$ cat src/rtl/memctrl.sv
// memctrl: sole owner of the byte-wide unified RAM port.
// It arbitrates between icache word reads and LSB 1/2/4-byte loads and stores.
// Each access is broken into consecutive single-byte RAM cycles. The assembled
// result comes back with a one-cycle done pulse.
//
// Ports:
//   clk, rst            clock, synchronous active-high reset
//   rdy                 global enable; low freezes every register
//   clear               pipeline flush; aborts an in-flight icache read
//   mem_din/mem_dout    RAM read byte / write byte
//   mem_a, mem_wr       RAM byte address, 1 = write
//   io_buffer_full      UART buffer full (only used with MEMCTRL_IO_STALL_EN)
//   icache_*            icache request/accept/done handshake and 32-bit word
//   lsb_*               LSB request/accept/done handshake, data and controls
//
// Optional build macro: MEMCTRL_IO_STALL_EN
//   When defined, a store byte whose address has [17:16] == 2'b11 is not
//   presented while io_buffer_full is high. mem_wr stays low and the byte
//   waits until the buffer drains.
module memctrl #(
  parameter int ADDR_WIDTH = 32
) (
  input  logic                  clk,
  input  logic                  rst,
  input  logic                  rdy,
  input  logic                  clear,
  input  logic [7:0]            mem_din,
  output logic [7:0]            mem_dout,
  output logic [ADDR_WIDTH-1:0] mem_a,
  output logic                  mem_wr,
  input  logic                  io_buffer_full,
  input  logic                  icache_to_memctrl,
  input  logic [ADDR_WIDTH-1:0] icache_addr,
  output logic                  icache_received,
  output logic                  memctrl_to_icache,
  output logic [31:0]           icache_inst,
  input  logic                  lsb_req,
  input  logic                  lsb_we,
  input  logic [1:0]            lsb_width,
  input  logic                  lsb_signed,
  input  logic [ADDR_WIDTH-1:0] lsb_addr,
  input  logic [31:0]           lsb_wdata,
  output logic                  lsb_received,
  output logic                  lsb_done,
  output logic [31:0]           lsb_rdata
);

  typedef enum logic [1:0] {IDLE, READ, WRITE} state_t;

  state_t                state_q, state_n;
  logic [1:0]            cnt_q, cnt_n;
  logic [1:0]            len_m1_q, len_m1_n;   // access length minus one
  logic [ADDR_WIDTH-1:0] ptr_q, ptr_n;         // address of the next byte
  logic                  is_ic_q, is_ic_n;     // current access belongs to icache
  logic                  sgn_q, sgn_n;
  logic                  last_lsb_q, last_lsb_n; // 1 = LSB was granted last
  logic                  io_wait_q, io_wait_n; // current write byte held back
  logic [3:0][7:0]       wdata_q, wdata_n;     // latched store data
  logic [3:0][7:0]       lanes_q, lanes_n;     // captured read bytes
  logic [3:0][7:0]       lanes_cap;

  logic [7:0]            mem_dout_n;
  logic [ADDR_WIDTH-1:0] mem_a_n, acc_addr;
  logic                  mem_wr_n;
  logic                  ic_recv_n, ic_done_n, lsb_recv_n, lsb_done_n;
  logic [31:0]           icache_inst_n, lsb_rdata_n;
  logic                  grant_ic, grant_lsb;

  // Store stall qualifiers. stall_acc covers the first byte at accept time,
  // stall_ptr the byte about to be presented, stall_cur the byte on the port.
  logic                  stall_acc, stall_ptr, stall_cur;
`ifdef MEMCTRL_IO_STALL_EN
  assign stall_acc = io_buffer_full && (lsb_addr[17:16] == 2'b11);
  assign stall_ptr = io_buffer_full && (ptr_q[17:16] == 2'b11);
  assign stall_cur = io_buffer_full && (mem_a[17:16] == 2'b11);
`else
  logic unused_io;
  assign unused_io = io_buffer_full;
  assign stall_acc = 1'b0;
  assign stall_ptr = 1'b0;
  assign stall_cur = 1'b0;
`endif

  always_ff @(posedge clk) begin
    if (rst) begin
      state_q           <= IDLE;
      cnt_q             <= '0;
      len_m1_q          <= '0;
      ptr_q             <= '0;
      is_ic_q           <= 1'b0;
      sgn_q             <= 1'b0;
      last_lsb_q        <= 1'b1;
      io_wait_q         <= 1'b0;
      wdata_q           <= '0;
      lanes_q           <= '0;
      mem_dout          <= '0;
      mem_a             <= '0;
      mem_wr            <= 1'b0;
      icache_received   <= 1'b0;
      memctrl_to_icache <= 1'b0;
      icache_inst       <= '0;
      lsb_received      <= 1'b0;
      lsb_done          <= 1'b0;
      lsb_rdata         <= '0;
    end else if (rdy) begin
      state_q           <= state_n;
      cnt_q             <= cnt_n;
      len_m1_q          <= len_m1_n;
      ptr_q             <= ptr_n;
      is_ic_q           <= is_ic_n;
      sgn_q             <= sgn_n;
      last_lsb_q        <= last_lsb_n;
      io_wait_q         <= io_wait_n;
      wdata_q           <= wdata_n;
      lanes_q           <= lanes_n;
      mem_dout          <= mem_dout_n;
      mem_a             <= mem_a_n;
      mem_wr            <= mem_wr_n;
      icache_received   <= ic_recv_n;
      memctrl_to_icache <= ic_done_n;
      icache_inst       <= icache_inst_n;
      lsb_received      <= lsb_recv_n;
      lsb_done          <= lsb_done_n;
      lsb_rdata         <= lsb_rdata_n;
    end
  end

  always_comb begin
    state_n       = state_q;
    cnt_n         = cnt_q;
    len_m1_n      = len_m1_q;
    ptr_n         = ptr_q;
    is_ic_n       = is_ic_q;
    sgn_n         = sgn_q;
    last_lsb_n    = last_lsb_q;
    io_wait_n     = io_wait_q;
    wdata_n       = wdata_q;
    lanes_n       = lanes_q;
    mem_dout_n    = mem_dout;
    mem_a_n       = mem_a;
    mem_wr_n      = mem_wr;
    ic_recv_n     = 1'b0;
    ic_done_n     = 1'b0;
    lsb_recv_n    = 1'b0;
    lsb_done_n    = 1'b0;
    icache_inst_n = icache_inst;
    lsb_rdata_n   = lsb_rdata;
    grant_ic      = 1'b0;
    grant_lsb     = 1'b0;
    acc_addr      = lsb_addr;
    lanes_cap          = lanes_q;
    lanes_cap[cnt_q]   = mem_din;

    case (state_q)
      IDLE: begin
        // Round robin on a tie. clear blocks only the icache side.
        grant_ic  = icache_to_memctrl && !clear && (!lsb_req || last_lsb_q);
        grant_lsb = lsb_req && !grant_ic;
        if (grant_ic || grant_lsb) begin
          acc_addr   = grant_ic ? icache_addr : lsb_addr;
          mem_a_n    = acc_addr;
          ptr_n      = acc_addr + ADDR_WIDTH'(1);
          cnt_n      = '0;
          is_ic_n    = grant_ic;
          last_lsb_n = grant_lsb;
          if (grant_ic) begin
            ic_recv_n = 1'b1;
            len_m1_n  = 2'd3;
            mem_wr_n  = 1'b0;
            state_n   = READ;
          end else begin
            lsb_recv_n = 1'b1;
            sgn_n      = lsb_signed;
            wdata_n    = lsb_wdata;
            case (lsb_width)
              2'd0:    len_m1_n = 2'd0;
              2'd1:    len_m1_n = 2'd1;
              default: len_m1_n = 2'd3;
            endcase
            if (lsb_we) begin
              mem_dout_n = lsb_wdata[7:0];
              mem_wr_n   = !stall_acc;
              io_wait_n  = stall_acc;
              state_n    = WRITE;
            end else begin
              mem_wr_n = 1'b0;
              state_n  = READ;
            end
          end
        end
      end

      READ: begin
        if (clear && is_ic_q) begin
          // A flushed fetch is dropped without a done pulse.
          mem_a_n = '0;
          state_n = IDLE;
        end else begin
          lanes_n = lanes_cap;
          cnt_n   = cnt_q + 2'd1;
          if (cnt_q != len_m1_q) begin
            mem_a_n = ptr_q;
            ptr_n   = ptr_q + ADDR_WIDTH'(1);
          end else begin
            mem_a_n = '0;
            state_n = IDLE;
            if (is_ic_q) begin
              ic_done_n     = 1'b1;
              icache_inst_n = lanes_cap;
            end else begin
              lsb_done_n = 1'b1;
              case (len_m1_q)
                2'd0:    lsb_rdata_n = {{24{sgn_q & lanes_cap[0][7]}}, lanes_cap[0]};
                2'd1:    lsb_rdata_n = {{16{sgn_q & lanes_cap[1][7]}}, lanes_cap[1], lanes_cap[0]};
                default: lsb_rdata_n = lanes_cap;
              endcase
            end
          end
        end
      end

      WRITE: begin
        if (io_wait_q) begin
          // Byte already on the bus; enable the write once the buffer drains.
          if (!stall_cur) begin
            mem_wr_n  = 1'b1;
            io_wait_n = 1'b0;
          end
        end else if (cnt_q != len_m1_q) begin
          mem_a_n    = ptr_q;
          ptr_n      = ptr_q + ADDR_WIDTH'(1);
          cnt_n      = cnt_q + 2'd1;
          mem_dout_n = wdata_q[cnt_q + 2'd1];
          mem_wr_n   = !stall_ptr;
          io_wait_n  = stall_ptr;
        end else begin
          mem_wr_n   = 1'b0;
          mem_a_n    = '0;
          lsb_done_n = 1'b1;
          state_n    = IDLE;
        end
      end

      default: state_n = IDLE;
    endcase
  end

endmodule
$ cat config.mk
export PLATFORM = sky130hd
export DESIGN_NAME = memctrl
export DESIGN_NICKNAME = d
export VERILOG_FILES = /design/src/rtl/memctrl.sv
export SDC_FILE = /design/constraint.sdc
export NUM_CORES = 1
export LEC_CHECK = 0
export ABC_AREA = 1
export CORE_ASPECT_RATIO = 1.5
export CORE_MARGIN = 4
export CORE_UTILIZATION = 45
export CTS_CLUSTER_SIZE = 8
export DETAILED_ROUTE_END_ITERATION = 6
export PLACE_DENSITY = 0.76
export SLEW_MARGIN = 30
export SYNTH_ARGS = -nofsm -noshare
export SYNTH_HDL_FRONTEND = slang
export SYNTH_SLANG_ARGS = --single-unit
export TNS_END_PERCENT = 10
$ cat constraint.sdc
create_clock -name clk -period 2.4 [get_ports clk]
set_input_delay 0.24 -clock clk [delete_from_list [all_inputs] [get_ports clk]]
set_output_delay 0.24 -clock clk [all_outputs]
set_load 0.02 [all_outputs]
==> impl_metrics.ini <==
[global_routing]
grt_pass1_vias = 10814
grt_usage_pct = 24.5
antenna_found_initial = 0
gr-total-overflow = 0
grt_pass1_wl_um = 52900
grt_max_degree = 55

[floorplanning]
rows = 68
die_h_um = 195
initial_core_util_pct = 45.7
dieArea_um2 = 26000
fp.dieW_um = 133
core_area_um2 = 23100
io_pins = 224

[power_and_ir_drop]
seq_power_share_pct = 39.5
p_int_mw = 7.06
power_mw = 9.91
combPwrFrac_pct = 23.3
netSwitchingPower_mw = 2.86
leakage_nw = 6.18
power_density_nw_per_um2 = 679
swShare_pct = 28.8
ir_drop_mv = 0.502
p_clk_share_pct = 37.2

[timing]
finClkSkew_ns = 0.0109
worst_pin_slew_ns = 0.576
finalHoldViolCount = 0
setup_viol = 0
rsz0062_at_grt = true
tns_ns = 0
min_period_over_period_pct = 93.3
period_minus_slack_ns = 2.24
relSlewSlack_pct = 61.6
fmax_ghz = 0.446
finalMaxSlewViolations = 0
hold_ws_ns = 0.110

[logic_synthesis]
syn_area_per_cell_um2 = 6.80
ys_ff_latch = 214
yosys-top-cells-area = dfxtp_1 (41%), nand2_1 (11%), nor2_1 (9.2%)
synth_fp_nets = 1673
synth_warnings = 0
synth_most_common_cell = nand2_1
synth_cell_types = 37
ys.flop_type = dfxtp_1
netlist_area_um2 = 10500
yosys-top-cells-count = nand2_1 (316), nor2_1 (259), dfxtp_1 (214), inv_1 (170), o21ai_0 (124)
syn_inst = 1549
synth_largest_area_cell = dfxtp_1
synth_edf_count = 0
synth_top_area_share_pct = 40.7
async_flop_share_pct = 0
synth-seq-area-share_pct = 40.7

[route]
wl_um = 33200
first_pass_iters = 5
final_antenna_net_count = 0
num_vias = 10940
drc_errors = 0
wl_per_cell_um = 15.5
drt_iter0_drc = 734
vias_per_cell = 5.12

[finish]
n_antenna_cell = 0
syn_to_final_growth_pct = 38.6
final_area_um2 = 14600
fillCellCount = 2074
drive_gt1_share_pct = 11.0
fin_nets = 1947

[clocking]
root_buffer = clkbuf_16
clk_latency_ns = 0.53
htree_levels = 1
cts_sinks = 214
cts_tree = done
path_clk_slew_ns = 0.05
cts_buffers = 30
cts_hold_buf = 0
cts_buffer_depth = 3

[worst_setup_path]
crit_fanout = 6
worstSetupStartpointType = register
critPathKind = reg -> reg
end_kind = register
cp.required_ns = 2.83
cp.arrival_ns = 2.67

[flow_run]
drv_cap = 0

[place]
port_buffers = 222
dp_hpwl_um = 24100
placed_cell_area_um2 = 13600
gp_congestion = 0.907

[hold_path]
hold_class = in -> reg

[status]
status = finished clean
==> stage by stage <==
step                instances  utilization [%]  setup slack (ns)
CTS                      2132             62.6           0.00648
global placement         2100             59.2            -0.138
global route             2138             63.3           -0.0129
finish                   2138             63.3             0.160
floorplan                1549                -           0.00553
detailed placement       2100             59.2            -0.180
==> kinds of logic after synthesis <==
group | share of synthesized area (%)
buffers and inverters | 10.3
XOR/XNOR | 1.06
AO/OA/AOI/OAI | 17.8
adder cells (fa/ha/maj) | 1.07
flip-flops | 40.7
AND/OR/NAND/NOR | 29.1
==> sequential cells by signal, indices dropped and copies added (netlist names) <==
register / count
memctrl_to_icache: 1
mem_wr: 1
mem_a: 32
icache_inst: 32
lsb_received: 1
cnt_q: 2
len_m1_q: 2
ptr_q: 32
state_q: 2
icache_received: 1
last_lsb_q: 1
lsb_rdata: 32
lanes_q: 32
wdata_q: 32
is_ic_q: 1
lsb_done: 1
sgn_q: 1
mem_dout: 8
==> per-layer routing <==
metal  vias up  share of wire (%)  track usage, %
li1       5540                  -               -
met1      4944                 37            26.8
met2       378                 54            47.0
met3        78                5.7            3.69
met4         0                3.5            9.40
met5         -                  0               0
==> area by class of cell <==
| cell class | instances | area (um2) | share of cell area, % |
|---|---|---|---|
| flip-flops and latches | 214 | 4280 | 29.4 |
| well taps | 315 | 394 | 2.70 |
| multi-input cells | 1068 | 5230 | 35.8 |
| inverters | 178 | 677 | 4.64 |
| clock buffers | 32 | 790 | 5.41 |
| repair buffers | 331 | 3220 | 22.1 |
==> layout by cell type, fill, tap and decap left out, drive strengths merged <==
master         count
a21oi             75
xnor2              5
a211oi            61
clkinvlp           1
o211ai             3
clkinv             1
xor2               6
o21ai            145
nor2             275
clkbuf            34
dfxtp            214
clkdlybuf4s50    221
nand3            100
o21a               1
and2               1
a221oi             1
a31oi              9
o31ai              1
nor3               3
nand4              3
buf              108
o32ai              7
ha                 9
o221ai            15
nand3b            14
nand2            334
inv              176
==> worst max-delay path, stage by stage (launching register included) <==
cell	delay, ns
dfxtp_1	0.33
inv_1	0.09
ha_4	0.27
inv_6	0.12
buf_4	0.15
nand3_1	0.09
nand2_1	0.13
nand2_1	0.13
nor2_4	0.16
nand2_2	0.15
nor2_4	0.22
nand2_1	0.07
nand2_1	0.06
nand3_1	0.06
nand2_1	0.07
inv_1	0.04
==> power by group through the flow <==
stage	combinational [mW]	clock [mW]	sequential, mW
after CTS	2.23	3.76	3.91
final	2.31	3.69	3.91
after floorplan	1.16	0	4.05
after global routing	2.54	3.90	3.93
after detailed placement	2.21	0	3.98
after global placement	2.18	0	3.97
==> what timing repair did <==
item                                    4_1_cts  5_1_grt
pin swaps                                     0        4
setup buffers                                 0        4
gates resized for setup                       1       21
endpoints found under the setup margin       10       36
gates cloned                                  0        2
==> path summary, 6_finish.rpt <==
path	startpoint	endpoint	slack (ns)	cells past startpoint
setup reg to reg	state_q[1]	ptr_q[24]	0.16	15
hold / removal	rst	icache_received	0.11	2
hold reg to reg	lanes_q[14]	lanes_q[14]	0.45	2
setup / recovery	state_q[1]	ptr_q[24]	0.16	15
Power figures use the tool's default switching activity.
